$ cat src/rtl/alu_pkg.sv
// Shared ALU definitions: FunctC codes, ALUOp and MIPS funct codes, and the
// sequencer FSM state encoding.
package alu_pkg;

  localparam int unsigned DATA_W   = 32;
  localparam int unsigned FUNCTC_W = 4;
  localparam int unsigned ALUOP_W  = 2;
  localparam int unsigned FUNCT_W  = 6;
  localparam int unsigned STATE_W  = 2;

  // FunctC codes understood by the ALU
  localparam logic [FUNCTC_W-1:0] FUNCTC_ADD = 4'b0010;
  localparam logic [FUNCTC_W-1:0] FUNCTC_SUB = 4'b0110;
  localparam logic [FUNCTC_W-1:0] FUNCTC_AND = 4'b0000;
  localparam logic [FUNCTC_W-1:0] FUNCTC_OR  = 4'b0001;
  localparam logic [FUNCTC_W-1:0] FUNCTC_NOR = 4'b0011;
  localparam logic [FUNCTC_W-1:0] FUNCTC_XOR = 4'b0100;
  localparam logic [FUNCTC_W-1:0] FUNCTC_MUL = 4'b1010;
  localparam logic [FUNCTC_W-1:0] FUNCTC_DIV = 4'b1111;

  // ALUOp from the main decoder
  localparam logic [ALUOP_W-1:0] ALUOP_ADD   = 2'b00;
  localparam logic [ALUOP_W-1:0] ALUOP_SUB   = 2'b01;
  localparam logic [ALUOP_W-1:0] ALUOP_RTYPE = 2'b10;

  // MIPS funct field values
  localparam logic [FUNCT_W-1:0] FUNCT_ADD  = 6'b100000;
  localparam logic [FUNCT_W-1:0] FUNCT_SUB  = 6'b100010;
  localparam logic [FUNCT_W-1:0] FUNCT_AND  = 6'b100100;
  localparam logic [FUNCT_W-1:0] FUNCT_OR   = 6'b100101;
  localparam logic [FUNCT_W-1:0] FUNCT_NOR  = 6'b100111;
  localparam logic [FUNCT_W-1:0] FUNCT_XOR  = 6'b100110;
  localparam logic [FUNCT_W-1:0] FUNCT_MULT = 6'b011000;
  localparam logic [FUNCT_W-1:0] FUNCT_DIV  = 6'b011010;
  localparam logic [FUNCT_W-1:0] FUNCT_SLT  = 6'b101010;

  // Sequencer FSM states
  localparam logic [STATE_W-1:0] ST_IDLE = 2'd0;
  localparam logic [STATE_W-1:0] ST_EXEC = 2'd1;
  localparam logic [STATE_W-1:0] ST_DONE = 2'd2;

endpackage

$ cat src/rtl/alu_ctrl_decode.sv
// Combinational ALU control decode: ALUOp + funct -> FunctC and op class.
// Ports: aluop, funct in; functc, illegal, is_slt, is_mul, is_div out.
module alu_ctrl_decode
  import alu_pkg::*;
(
  input  logic [1:0] aluop,
  input  logic [5:0] funct,
  output logic [3:0] functc,
  output logic       illegal,
  output logic       is_slt,
  output logic       is_mul,
  output logic       is_div
);

  always_comb begin
    functc  = FUNCTC_ADD;
    illegal = 1'b0;
    is_slt  = 1'b0;
    is_mul  = 1'b0;
    is_div  = 1'b0;
    case (aluop)
      ALUOP_ADD: functc = FUNCTC_ADD;
      ALUOP_SUB: functc = FUNCTC_SUB;
      ALUOP_RTYPE: begin
        case (funct)
          FUNCT_ADD:  functc = FUNCTC_ADD;
          FUNCT_SUB:  functc = FUNCTC_SUB;
          FUNCT_AND:  functc = FUNCTC_AND;
          FUNCT_OR:   functc = FUNCTC_OR;
          FUNCT_NOR:  functc = FUNCTC_NOR;
          FUNCT_XOR:  functc = FUNCTC_XOR;
          FUNCT_MULT: begin functc = FUNCTC_MUL; is_mul = 1'b1; end
          FUNCT_DIV:  begin functc = FUNCTC_DIV; is_div = 1'b1; end
          // slt runs as a subtract; the sign is extracted at capture
          FUNCT_SLT:  begin functc = FUNCTC_SUB; is_slt = 1'b1; end
          default:    illegal = 1'b1;
        endcase
      end
      default: illegal = 1'b1;
    endcase
  end

endmodule

$ cat src/rtl/alu_op_sequencer.sv
// Initiator-side ALU sequencer: accepts a decoded op, drives FunctC/A/B to a
// shared ALU for the op's latency, captures the result and returns it.
// Ports: clk, rst_n; in_valid/in_ready/in_aluop/in_funct/in_a/in_b (request);
// alu_functc/alu_a/alu_b out, alu_out/alu_zero in (ALU side);
// out_valid/out_ready/out_result/out_zero/out_err (response).
module alu_op_sequencer
  import alu_pkg::*;
#(
  parameter int unsigned LAT_FAST = 1,
  parameter int unsigned LAT_MUL  = 4,
  parameter int unsigned LAT_DIV  = 16
) (
  input  logic        clk,
  input  logic        rst_n,
  input  logic        in_valid,
  output logic        in_ready,
  input  logic [1:0]  in_aluop,
  input  logic [5:0]  in_funct,
  input  logic [31:0] in_a,
  input  logic [31:0] in_b,
  output logic [3:0]  alu_functc,
  output logic [31:0] alu_a,
  output logic [31:0] alu_b,
  input  logic [31:0] alu_out,
  input  logic        alu_zero,
  output logic        out_valid,
  input  logic        out_ready,
  output logic [31:0] out_result,
  output logic        out_zero,
  output logic        out_err
);

  localparam int unsigned LAT_MAX =
    (LAT_DIV > LAT_MUL) ? ((LAT_DIV > LAT_FAST) ? LAT_DIV : LAT_FAST)
                        : ((LAT_MUL > LAT_FAST) ? LAT_MUL : LAT_FAST);
  localparam int unsigned CNT_W = (LAT_MAX > 1) ? $clog2(LAT_MAX) : 1;

  logic [3:0] dec_functc;
  logic       dec_illegal;
  logic       dec_slt;
  logic       dec_mul;
  logic       dec_div;

  logic [STATE_W-1:0] state_q, state_d;
  logic [CNT_W-1:0]   cnt_q, cnt_d;
  logic               slt_q, slt_d;
  logic [3:0]         functc_d;
  logic [31:0]        a_d, b_d;
  logic [31:0]        result_d;
  logic               zero_d, err_d;

  alu_ctrl_decode u_decode (
    .aluop   (in_aluop),
    .funct   (in_funct),
    .functc  (dec_functc),
    .illegal (dec_illegal),
    .is_slt  (dec_slt),
    .is_mul  (dec_mul),
    .is_div  (dec_div)
  );

  // Next-state, counter, ALU drive and result capture
  always_comb begin
    state_d  = state_q;
    cnt_d    = cnt_q;
    slt_d    = slt_q;
    functc_d = alu_functc;
    a_d      = alu_a;
    b_d      = alu_b;
    result_d = out_result;
    zero_d   = out_zero;
    err_d    = out_err;
    case (state_q)
      ST_IDLE: begin
        if (in_valid) begin
          if (dec_illegal) begin
            state_d  = ST_DONE;
            result_d = '0;
            zero_d   = 1'b1;
            err_d    = 1'b1;
          end else if (dec_div && (in_b == '0)) begin
            state_d  = ST_DONE;
            result_d = '1;
            zero_d   = 1'b0;
            err_d    = 1'b1;
          end else begin
            state_d  = ST_EXEC;
            functc_d = dec_functc;
            a_d      = in_a;
            b_d      = in_b;
            slt_d    = dec_slt;
            if (dec_div)      cnt_d = CNT_W'(LAT_DIV - 1);
            else if (dec_mul) cnt_d = CNT_W'(LAT_MUL - 1);
            else              cnt_d = CNT_W'(LAT_FAST - 1);
          end
        end
      end
      ST_EXEC: begin
        if (cnt_q == '0) begin
          state_d = ST_DONE;
          err_d   = 1'b0;
          // slt: result is the sign of a-b, zero flag follows that bit
          if (slt_q) begin
            result_d = DATA_W'(alu_out[DATA_W-1]);
            zero_d   = ~alu_out[DATA_W-1];
          end else begin
            result_d = alu_out;
            zero_d   = alu_zero;
          end
        end else begin
          cnt_d = cnt_q - CNT_W'(1);
        end
      end
      ST_DONE: begin
        if (out_ready) state_d = ST_IDLE;
      end
      default: state_d = ST_IDLE;
    endcase
  end

  // State and output registers; handshake flags follow the next state
  always_ff @(posedge clk or negedge rst_n) begin
    if (!rst_n) begin
      state_q    <= ST_IDLE;
      cnt_q      <= '0;
      slt_q      <= 1'b0;
      in_ready   <= 1'b1;
      out_valid  <= 1'b0;
      out_result <= '0;
      out_zero   <= 1'b0;
      out_err    <= 1'b0;
      alu_functc <= FUNCTC_ADD;
      alu_a      <= '0;
      alu_b      <= '0;
    end else begin
      state_q    <= state_d;
      cnt_q      <= cnt_d;
      slt_q      <= slt_d;
      in_ready   <= (state_d == ST_IDLE);
      out_valid  <= (state_d == ST_DONE);
      out_result <= result_d;
      out_zero   <= zero_d;
      out_err    <= err_d;
      alu_functc <= functc_d;
      alu_a      <= a_d;
      alu_b      <= b_d;
    end
  end

endmodule

$ cat config.mk
export PLATFORM = sky130hd
export DESIGN_NAME = alu_op_sequencer
export DESIGN_NICKNAME = d
export VERILOG_FILES = /design/src/rtl/alu_pkg.sv /design/src/rtl/alu_ctrl_decode.sv /design/src/rtl/alu_op_sequencer.sv
export SDC_FILE = /design/constraint.sdc
export NUM_CORES = 1
export LEC_CHECK = 0
export BUFFER_PORTS_ARGS = -buffer_cell sky130_fd_sc_hd__buf_2
export CORE_ASPECT_RATIO = 0.9
export CORE_MARGIN = 3
export CORE_UTILIZATION = 43
export CTS_BUF_LIST = sky130_fd_sc_hd__clkbuf_8 sky130_fd_sc_hd__clkbuf_16
export DETAILED_ROUTE_END_ITERATION = 8
export PLACE_DENSITY = 0.85
export REMOVE_ABC_BUFFERS = 1
export SYNTH_ARGS = -nofsm -noshare
export SYNTH_HDL_FRONTEND = slang
export SYNTH_HIERARCHICAL = 1
export SYNTH_SLANG_ARGS = --single-unit
$ cat constraint.sdc
create_clock -name clk -period 1.9 [get_ports clk]
set_input_delay 0.19 -clock clk [delete_from_list [all_inputs] [get_ports clk]]
set_output_delay 0.19 -clock clk [all_outputs]
set_load 0.1 [all_outputs]
# == Yosys cells after proc, flatten, opt, wreduce, memory -nomap -nowiden ==
# Index checks and enable logic that the tools add are counted.
# classes
n_mux,40
n_reduce_logical,13
add_sub_neg,1
bitwise_logic,3
eq_ne,20
# op_table
op,n
$mux W32,5
$pmux W32 S2,1
$eq A6 B6 Y1 const B,7
$logic_not A32 Y1,1
$pmux W4 S7,1
$mux W4,5
$mux W1,16
$pmux W4 S2,2
$eq A6 B5 Y1 const B,2
$mux W2,6
$ne A2 B2 Y1 const B,5
$reduce_or A9 Y1,1
$reduce_and A4 Y1,2
$eq A2 B2 Y1 const B,3
$logic_not A2 Y1,3
$pmux W1 S2,3
$pmux W2 S3,1
$reduce_and A5 Y1,1
$eq A2 B1 Y1 const B,2
$logic_not A4 Y1,1
$reduce_or A2 Y1,2
$sub A4 B1 Y4 const B,1
$ne A3 B3 Y1 const B,1
$not A1 Y1,3
2 further kinds,2
# totals
in_bits,109
wordCells,88
output_inout_bits,104
reg_bits,111

# == Logic depth before layout (Yosys ltp) ==
# Gate-level depths: netlist of the first run.
# depth
ltp_word,9
ltp_mapped,11

# == By module ==
# The synthesis of the first run kept the hierarchy.
# modules_own_cells
mod,cells_per_inst,area_each_um2,seq_area_each_um2,n_inst
alu_op_sequencer,335,4822.1,2780.2,1
alu_ctrl_decode,34,241.5,0.0,1

# == Least setup slack after synthesis of the first run ==
# No wires, ideal clock.
# synth_path
kind,in2reg
from,input port in_aluop[0]
to,register alu_a[0]
path_slack_ns,-0.292
arrival_ns,2.066
setup_time_ns,0.126
stages,10
path_buffers,1
cell_sequence,inv_1 > ha_1 > nor2b_1 > and3_2 > nor4b_1 > nand4_1 > nor3_4 > nor3_4 > buf_6 > mux2_4
# synth_between
elab_chain_cells,5
# synth_lines
item,line,text
"start, declared",alu_op_sequencer.sv:17,"input logic [1:0] in_aluop,"
$eq A2 B2 Y1,alu_ctrl_decode.sv:21,case (aluop)
$mux W1,alu_ctrl_decode.sv:21,
named net dec_div,alu_op_sequencer.sv:42,logic dec_div;
$logic_and A1 B1 Y1,alu_op_sequencer.sv:81,end else if (dec_div && (in_b == '0)) begin
$not A1 Y1 (no line),n/a,
$reduce_and A4 Y1 (no line),n/a,
"end signal, assigned",alu_op_sequencer.sv:133,alu_a <= '0;
"end signal, assigned",alu_op_sequencer.sv:145,alu_a <= a_d;
"end, declared",alu_op_sequencer.sv:22,"output logic [31:0] alu_a,"
# The timed path passes the listed nets, and every way through them passes these cells.
# A chain may end at the register's enable or synchronous reset.

# == Final worst setup path of the first run ==
# layout_path
from,input port in_funct[2]
to,register alu_b[13]
# layout_between
elab_chain_cells,6
# layout_lines
item,line,text
"start, declared",alu_op_sequencer.sv:18,"input logic [5:0] in_funct,"
$eq A6 B6 Y1 / $eq A6 B5 Y1 (equally long branches),alu_ctrl_decode.sv:25,case (funct)
$reduce_or A9 Y1 (no line) (*),n/a,
$mux W1 (*),alu_ctrl_decode.sv:25,
$pmux W1 S2 (*),alu_ctrl_decode.sv:21,
named net dec_illegal,alu_op_sequencer.sv:39,logic dec_illegal;
$not A1 Y1 (no line) (*),n/a,
$reduce_and A4 Y1 (no line) (*),n/a,
"end signal, assigned",alu_op_sequencer.sv:134,alu_b <= '0;
"end signal, assigned",alu_op_sequencer.sv:146,alu_b <= b_d;
"end, declared",alu_op_sequencer.sv:23,"output logic [31:0] alu_b,"
# Mark *: on every way through the listed nets, which the timed path passes. The rest lies on a longest branch.

==> flow_summary.ini, run 1 <==
[logic_synthesis]
synth_edf_count = 0
async_reset_ff_frac = 1.00
yosys.area_share.adder = 0.00988
yosys_warnings = 6
synth_top_family_by_area = multiplexers
synth_area_per_cell_sq_um = 13.7
synth_area_leaders = dfrtp_1 54%, mux2_4 20%, a2bb2oi_1 5.5%, nand2_1 2.7%, buf_6 2.2%
ys_seq_area_frac = 0.549
synth_top_cell_area_share = 0.539
syn_area_sq_um = 5060
synthMuxAreaShare = 0.208
synth_seq_cells = 111
synth_largest_area_cell = dfrtp_1
synth_ff_type = dfrtp_1
synth-simple-area-share = 0.103
ys_types = 47
synth_compound_area_frac = 0.0946
synth_xor_area_frac = 0
syn_inst = 369

[die]
fp.dieH_um = 109
initial_core_util = 0.453
io_pins = 213
die_w_um = 120
die_area_sq_um = 13100
coreArea_sq_um = 11200
fp-row-count = 36

[clocking]
cts_tree = done
insertion_delay_ns = 0.35
clk_pin_slew_ns = 0.08
cts_sinks = 111
cts_root_buf = clkbuf_16
htreeDepth = 3
clk_path_buf_depth = 2
cts_buffers = 9

[placed_design]
dp.cells = 751
place_area_sq_um = 6480
numPortBuffers = 212
gp_congestion = 0.840
dpl.hpwl_mm = 10.1

[sta]
worst_slew_pin_slew_ns = 0.559
setup_viol = 0
hold_slack_ns = 0.0693
rsz0062_at_grt = true
final-hold-violation-count = 0
tns_ns = 0
period_share = 0.983
fmax_mhz = 536
slew_viol_final = 0
period_needed_ns = 1.87
finClkSkew_ns = 0.00748
slew_headroom = 0.627

[drt]
routed_wl_mm = 13.9
dr.pass1.iters = 4
wire_per_inst_um = 17.9
drt-initial-drc-count = 261
drc = 0
postRouteAntennaNets = 0
viasPerCell = 5.10
dr_total_vias = 3961

[layout]
antennaDiodeCount = 0
finalNetCount = 732
multi_input_area_sq_um = 2190
fin_cells = 776
n_fill_cell = 850
regArea_sq_um = 2780
syn2layout_area_growth_pct = 39.7
drive_above_1_share = 0.583
design_area_sq_um = 7070

[worst_setup_path]
slowest_stage = nor3_4
arrival_ns = 2.09
worstSetupPathType = in -> reg
worst_r2r_path_depth = 5
cp-start-kind = input port
critical-path-max-stage-delay_ns = 0.37
path_cells = buf_6, and4bb_2, buf_4, nor2b_1, o31ai_4, nor3_4, buf_6, mux2_4
r2r_start = state_q[0]
cpMostUsedCell = buf_6
crit_buf_inv = 3
r2r-end = alu_b[13]
required_ns = 2.12
crit_path_end_kind = flop
reg2reg_slack_ns = 0.08
crit_path_max_fanout = 16
cp_top_family = simple AND/OR/NAND/NOR gates

[global_routing]
grt_remaining_overflow = 0
grt_pass1_vias = 4159
grt_antenna_before_repair = 1
grt_pass1_wl_mm = 21.4
grt_max_degree = 44
grtUsageTotal = 0.209

[hold_path]
hold_class = in -> reg
worstHoldStart = in_a[24]
holdPathStages = 2
hold_end = alu_a[24]

[run_status]
outcome = complete, no violations

[run]
maxCapViolCount = 0
-- flip-flops by register name, summed over array words and instances, names as in the netlist, 2 cells and up --
| signal | flops |
|---|---|
| alu_a | 32 |
| alu_b | 32 |
| alu_functc | 4 |
| cnt_q | 4 |
| out_result | 32 |
| state_q | 2 |
-- area by class of cell --
class,instances,share of cell area
Clock inverter,6,0.0133
Inverter,7,0.00407
Clock buffer,10,0.0338
Multi-Input combinational cell,232,0.310
Sequential cell,111,0.393
Tap cell,152,0.0269
Timing Repair Buffer,258,0.219
-- stage by stage --
step / util / setup slack [ns]
3_3_place_gp: 0.580 / -0.623
4_1_cts: 0.632 / -0.0254
3_5_place_dp: 0.580 / -0.645
6_report: 0.633 / 0.0327
5_1_grt: 0.633 / -0.0374
2_1_floorplan: - / -2.42
-- placed cells by master (no fill, tap or decap), types with 2 or more instances in the layout --
| master | Yosys | routed |
|---|---|---|
| nor3_2 | 0 | 2 |
| ha_1 | 4 | 3 |
| nand4_1 | 2 | 2 |
| a211oi_2 | 1 | 2 |
| clkbuf_16 | 0 | 9 |
| buf_16 | 0 | 2 |
| inv_1 | 7 | 6 |
| buf_4 | 1 | 38 |
| clkinv_4 | 0 | 3 |
| buf_8 | 0 | 2 |
| nor2_1 | 11 | 10 |
| o21ai_0 | 3 | 3 |
| dfrtp_1 | 109 | 109 |
| buf_2 | 1 | 208 |
| nand2_1 | 37 | 36 |
| dfstp_2 | 2 | 2 |
| nor3_1 | 8 | 6 |
| a21o_1 | 6 | 5 |
| nand3_1 | 3 | 3 |
| nor4_1 | 12 | 12 |
| buf_12 | 0 | 3 |
| a21oi_1 | 3 | 3 |
| mux2_4 | 68 | 68 |
| nor2b_1 | 3 | 2 |
| nor3_4 | 2 | 2 |
| a2bb2oi_1 | 32 | 32 |
| a31oi_1 | 3 | 3 |
| bufinv_16 | 0 | 2 |
| buf_6 | 10 | 3 |
| nand2b_1 | 7 | 7 |
| nand3b_1 | 4 | 4 |
-- worst max path at each step --
stage,startpoint,to,slack (ns),cells after the start
after floorplan,in_aluop[0],alu_b[4],-2.42,9
after global placement,in_aluop[0],out_result[25],-0.62,11
after detailed placement,in_aluop[0],out_result[29],-0.65,11
after CTS,in_aluop[0],alu_b[11],-0.03,12
after global routing,state_q[0],alu_b[4],-0.04,5
final,in_funct[2],alu_b[13],0.03,8
-- cell usage after synthesis, drive strengths merged, types with 2 or more instances --
cell     instances
a31oi            3
nand3b           4
nor2            11
nand2           37
nor3            10
dfrtp          109
nor2b            3
nand4            2
nor4b            2
clkbuf           6
a21oi            3
a211oi           2
dfstp            2
o21ai            4
nand2b           7
o31ai            2
buf             13
nor4            12
mux2            70
a21o             6
ha               4
a2bb2oi         32
and3             2
and2             2
nand3            3
inv              7
-- cells by family (layout without fill, tap and decap cells) --
group / count (synthesis) / after routing
muxes: 71 / 71
buffers and inverters: 26 / 281
adders and majority gates: 4 / 4
DFF: 111 / 111
AOI/OAI and AO/OA: 59 / 59
and+or+nand+nor: 98 / 98
-- metal layers --
layer | GRT usage | vias up | wire (um)
met4 | 0.0639 | 2 | 204
met2 | 0.352 | 178 | 6900
met3 | 0.0654 | 20 | 986
met1 | 0.260 | 1920 | 5820
met5 | 0 | - | 13
li1 | - | 1841 | -
-- repair_timing --
item / in CTS / in global routing
endpoints found under the hold margin: 37 / 0
hold buffers: 1 / 0
pin swaps: 8 / 3
buffers inserted: 7 / 1
resized for setup: 20 / 11
endpoints found under the setup margin: 108 / 75
gates cloned: 3 / 0
Power of run 1 is left out: the tool's default activity adds up to more than one toggle a clock period on the data nets, which glitch-free logic cannot reach.
==> run 2: changes to the inputs <==
Settings changed: PLACE_DENSITY 0.85 to 0.76.
==> flow_summary.ini, run 2 (synthesis results as in run 1) <==
[placed_design]
gp_congestion = 0.843
dpl.hpwl_mm = 9.88
numPortBuffers = 212
dp.cells = 751

[sta]
hold_slack_ns = 0.0546
finClkSkew_ns = 0.00767
final-hold-violation-count = 0
setup_viol = 0
fmax_mhz = 534
tns_ns = 0
slew_viol_final = 0
worst_slew_pin_slew_ns = 0.519
period_needed_ns = 1.87
rsz0062_at_grt = true
period_share = 0.985
slew_headroom = 0.656

[clocking]
insertion_delay_ns = 0.36
cts_sinks = 111
htreeDepth = 3
cts_buffers = 9
clk_pin_slew_ns = 0.08
cts_tree = done
clk_path_buf_depth = 2
cts_root_buf = clkbuf_16

[layout]
reg.largest.list = alu_a (32), alu_b (32), out_result (32)
drive_above_1_share = 0.584
finalNetCount = 740
syn2layout_area_growth_pct = 41.0
multi_input_area_sq_um = 2170
n_fill_cell = 882
fin_cells = 784
regArea_sq_um = 2780
final_common_cell = buf_2
antennaDiodeCount = 0
mostFrequentLayoutCells = 208 x buf_2, 109 x dfrtp_1, 68 x mux2_4

[drt]
postRouteAntennaNets = 0
routed_wl_mm = 14.1
drc = 0
viasPerCell = 5.12
wl_met1_mm = 5.84
dr.pass1.iters = 4
wire_per_inst_um = 17.9
highest-signal-layer = met4
wl_met2_mm = 6.97
wl_met3_mm = 1.07
drt-initial-drc-count = 152
dr_total_vias = 4012

[worst_setup_path]
arrival_ns = 2.11
worstSetupPathType = in -> reg
crit_path_end_kind = flop
slowest_stage = mux2_4
critical-path-max-stage-delay_ns = 0.30
worst_r2r_path_depth = 7
required_ns = 2.14
crit_path_max_fanout = 8
cp-start-kind = input port
path_cells = buf_8, inv_4, ha_4, nor2b_4, and3_4, nor4b_4, nand4_1, nor3_4, nor3_4, buf_6, buf_8, buf_12, mux2_4

[global_routing]
grt_max_degree = 62
grt_remaining_overflow = 0
grt_pass1_wl_mm = 21.9
grt_pass1_vias = 4157
grtUsageTotal = 0.216
grt_antenna_before_repair = 0

[die]
die_area_sq_um = 13100
coreArea_sq_um = 11200
initial_core_util = 0.453
die_w_um = 120
fp-row-count = 36
fp.dieH_um = 109
io_pins = 213

[run]
maxCapViolCount = 0

[run_status]
outcome = complete, no violations

[hold_path]
holdPathStages = 2
hold_class = in -> reg
## run 2: area by class of cell
type	count	share of cell area
clock buffers	11	0.0354
clock inverters	5	0.00578
inverters	7	0.00403
multi-input cells	232	0.304
flip-flops and latches	111	0.389
well taps	152	0.0266
repair buffers	266	0.235
## run 2: stage by stage
step,setup slack (ns),cell area [sq um],utilization
final,0.0276,7140,0.639
after global routing,-0.0546,7140,0.639
after CTS,-0.0165,7120,0.637
after detailed placement,-0.674,6470,0.579
after global placement,-0.533,6470,0.579
after floorplan,-2.42,4910,-
## run 2: final timing paths
kind                       slack, ns   startpoint        endpoint
max in group asynchronous       0.95        rst_n  out_result[17]
setup / recovery                0.03  in_aluop[0]       alu_a[13]
setup reg to reg                0.15     cnt_q[0]  out_result[24]
hold / removal                  0.05      in_a[8]        alu_a[8]
hold reg to reg                 0.51    alu_a[27]       alu_a[27]
min in group asynchronous       0.23        rst_n  out_result[31]
## run 2: timing repair
item,in CTS,in global routing
cloned,5,0
pin swaps,6,3
buffers inserted,10,2
gates resized for setup,38,5
endpoints found under the hold margin,13,0
hold buffers,1,0
endpoints found under the setup margin,107,86
## run 2: per-layer routing
layer,global-route usage,vias to the layer above
met3,0.0752,16
li1,-,1856
met2,0.361,152
met1,0.269,1988
met4,0.0566,0
met5,0,-
## run 2: worst max-delay path, delay by kind of cell
kind          cells  cell delay [ns]
simple gates      6             0.92
fa+ha+maj         1             0.11
mux               1             0.30
buf+inv           5             0.58
Power of run 2 is left out for the same reason.
==> run 3: changes to the inputs <==
--- a/config.mk
+++ b/config.mk
@@ -15,2 +15,3 @@
 export REMOVE_ABC_BUFFERS = 1
+export SKIP_LAST_GASP = 1
 export SYNTH_ARGS = -nofsm -noshare
==> constraint.sdc (replaced) <==
create_clock -name clk -period 1.9 [get_ports clk]
set_input_delay 0.285 -clock clk [delete_from_list [all_inputs] [get_ports clk]]
set_output_delay 0.285 -clock clk [all_outputs]
set_load 0.1 [all_outputs]
==> flow_summary.ini, run 3 (synthesis results as in run 1) <==
[run_status]
outcome = finished with violations
violations = negative setup slack

[global_routing]
grt_remaining_overflow = 0
grt_antenna_before_repair = 0
grtUsageTotal = 0.215
grt_max_degree = 112
grt_pass1_wl_mm = 22.1
grt_pass1_vias = 4222

[clocking]
htreeDepth = 3
clk_path_buf_depth = 2
clk_pin_slew_ns = 0.07
cts_sinks = 111
cts_tree = done
cts_buffers = 9
cts_root_buf = clkbuf_16
ctsHoldBuffers = 0
insertion_delay_ns = 0.34

[die]
fp-row-count = 36
fp.dieH_um = 109
initial_core_util = 0.453
die_w_um = 120
io_pins = 213
die_area_sq_um = 13100
coreArea_sq_um = 11200

[sta]
slew_viol_final = 0
period_share = 1.05
finClkSkew_ns = 0.0106
period_needed_ns = 2.00
worst_slew_pin_slew_ns = 0.611
final-hold-violation-count = 0
fmax_mhz = 500
rsz0062_at_grt = true
hold_slack_ns = 0.00399
setup_viol = 69
slew_headroom = 0.592
final.setup.worst_slack_ns = -0.0986

[layout]
final_common_cell = buf_2
finalNetCount = 743
n_fill_cell = 859
drive_above_1_share = 0.594
antennaDiodeCount = 0
syn2layout_area_growth_pct = 44.1
mostFrequentLayoutCells = 208 x buf_2, 109 x dfrtp_1, 68 x mux2_4
reg.largest.list = alu_a (32), alu_b (32), out_result (32)
design_area_sq_um = 7300

[worst_setup_path]
path_cells = buf_6, and4bb_2, and3_4, nor4b_4, nand4_1, nor3_4, nor3_4, buf_12, buf_16, mux2_4
arrival_ns = 2.22
worstSetupPathType = in -> reg
crit_buf_inv = 3
cp-start-kind = input port
crit_path_end_kind = flop
slowest_stage = and4bb_2
critical-path-max-stage-delay_ns = 0.31
crit_path_max_fanout = 6
required_ns = 2.12
cp_top_family = simple AND/OR/NAND/NOR gates
cpMostUsedCell = nor3_4

[drt]
routed_wl_mm = 14.2
dr.pass1.iters = 4
drt-initial-drc-count = 217
viasPerCell = 5.09
dr_total_vias = 4003
wire_per_inst_um = 18.1
drc = 0
postRouteAntennaNets = 0

[placed_design]
dpl.hpwl_mm = 9.92
place_area_sq_um = 6550
numPortBuffers = 212
gp_congestion = 0.853

[hold_path]
hold_class = in -> async

[run]
maxCapViolCount = 0
## run 3: routing by layer
layer / share of wire / up-vias / routed length, um / global-route usage
li1: - / 1866 / - / -
met1: 0.42 / 1964 / 6010 / 0.274
met2: 0.49 / 155 / 6970 / 0.364
met3: 0.073 / 18 / 1030 / 0.0596
met4: 0.014 / 0 / 204 / 0.0574
met5: 0 / - / 0 / 0
## run 3: layout make-up
type,count,area [sq um],share of cell area
clock buffers,10,239,0.0328
clock inverters,6,73.8,0.0101
inverters,7,28.8,0.00394
multi-input cells,232,2200,0.302
flip-flops and latches,111,2780,0.381
well taps,152,190,0.0261
repair buffers,269,1780,0.244
## run 3: timing repair
action,CTS,global route
endpoints found under the setup margin,110,91
pin swaps,6,4
gates cloned,8,0
gates resized for setup,34,4
buffers inserted,10,0
## run 3: worst paths after layout
kind                       depth (start not counted)  slack (ns)        endpoint         from
max                                               10        -0.1       alu_b[12]  in_funct[2]
min                                                2       0.004  out_result[31]        rst_n
max reg2reg                                        6        0.09        alu_b[4]   state_q[1]
min reg2reg                                        1        0.51        alu_a[9]     alu_a[9]
max in group asynchronous                          2        1.42  out_result[11]        rst_n
min in group clk                                   2        0.17        alu_a[4]      in_a[4]
## run 3: per-stage QoR
step / setup WS [ns] / std cells / util / TNS [ns]
5_1_grt: -0.169 / 787 / 0.653 / -10.17
4_1_cts: -0.112 / 788 / 0.653 / -6.36
2_1_floorplan: -2.52 / 350 / - / -210.67
3_5_place_dp: -0.731 / 756 / 0.586 / -74.50
3_3_place_gp: -0.579 / 756 / 0.586 / -60.17
6_report: -0.0986 / 787 / 0.653 / -5.24
## run 3: worst register-to-register path, stage by stage, from the launching register on
cell     delay, ns
dfrtp_1       0.38
nor2_1        0.13
nand2_1       0.14
nor3_4        0.36
buf_12        0.21
buf_16        0.15
mux2_2        0.33
Power of run 3 is left out for the same reason.
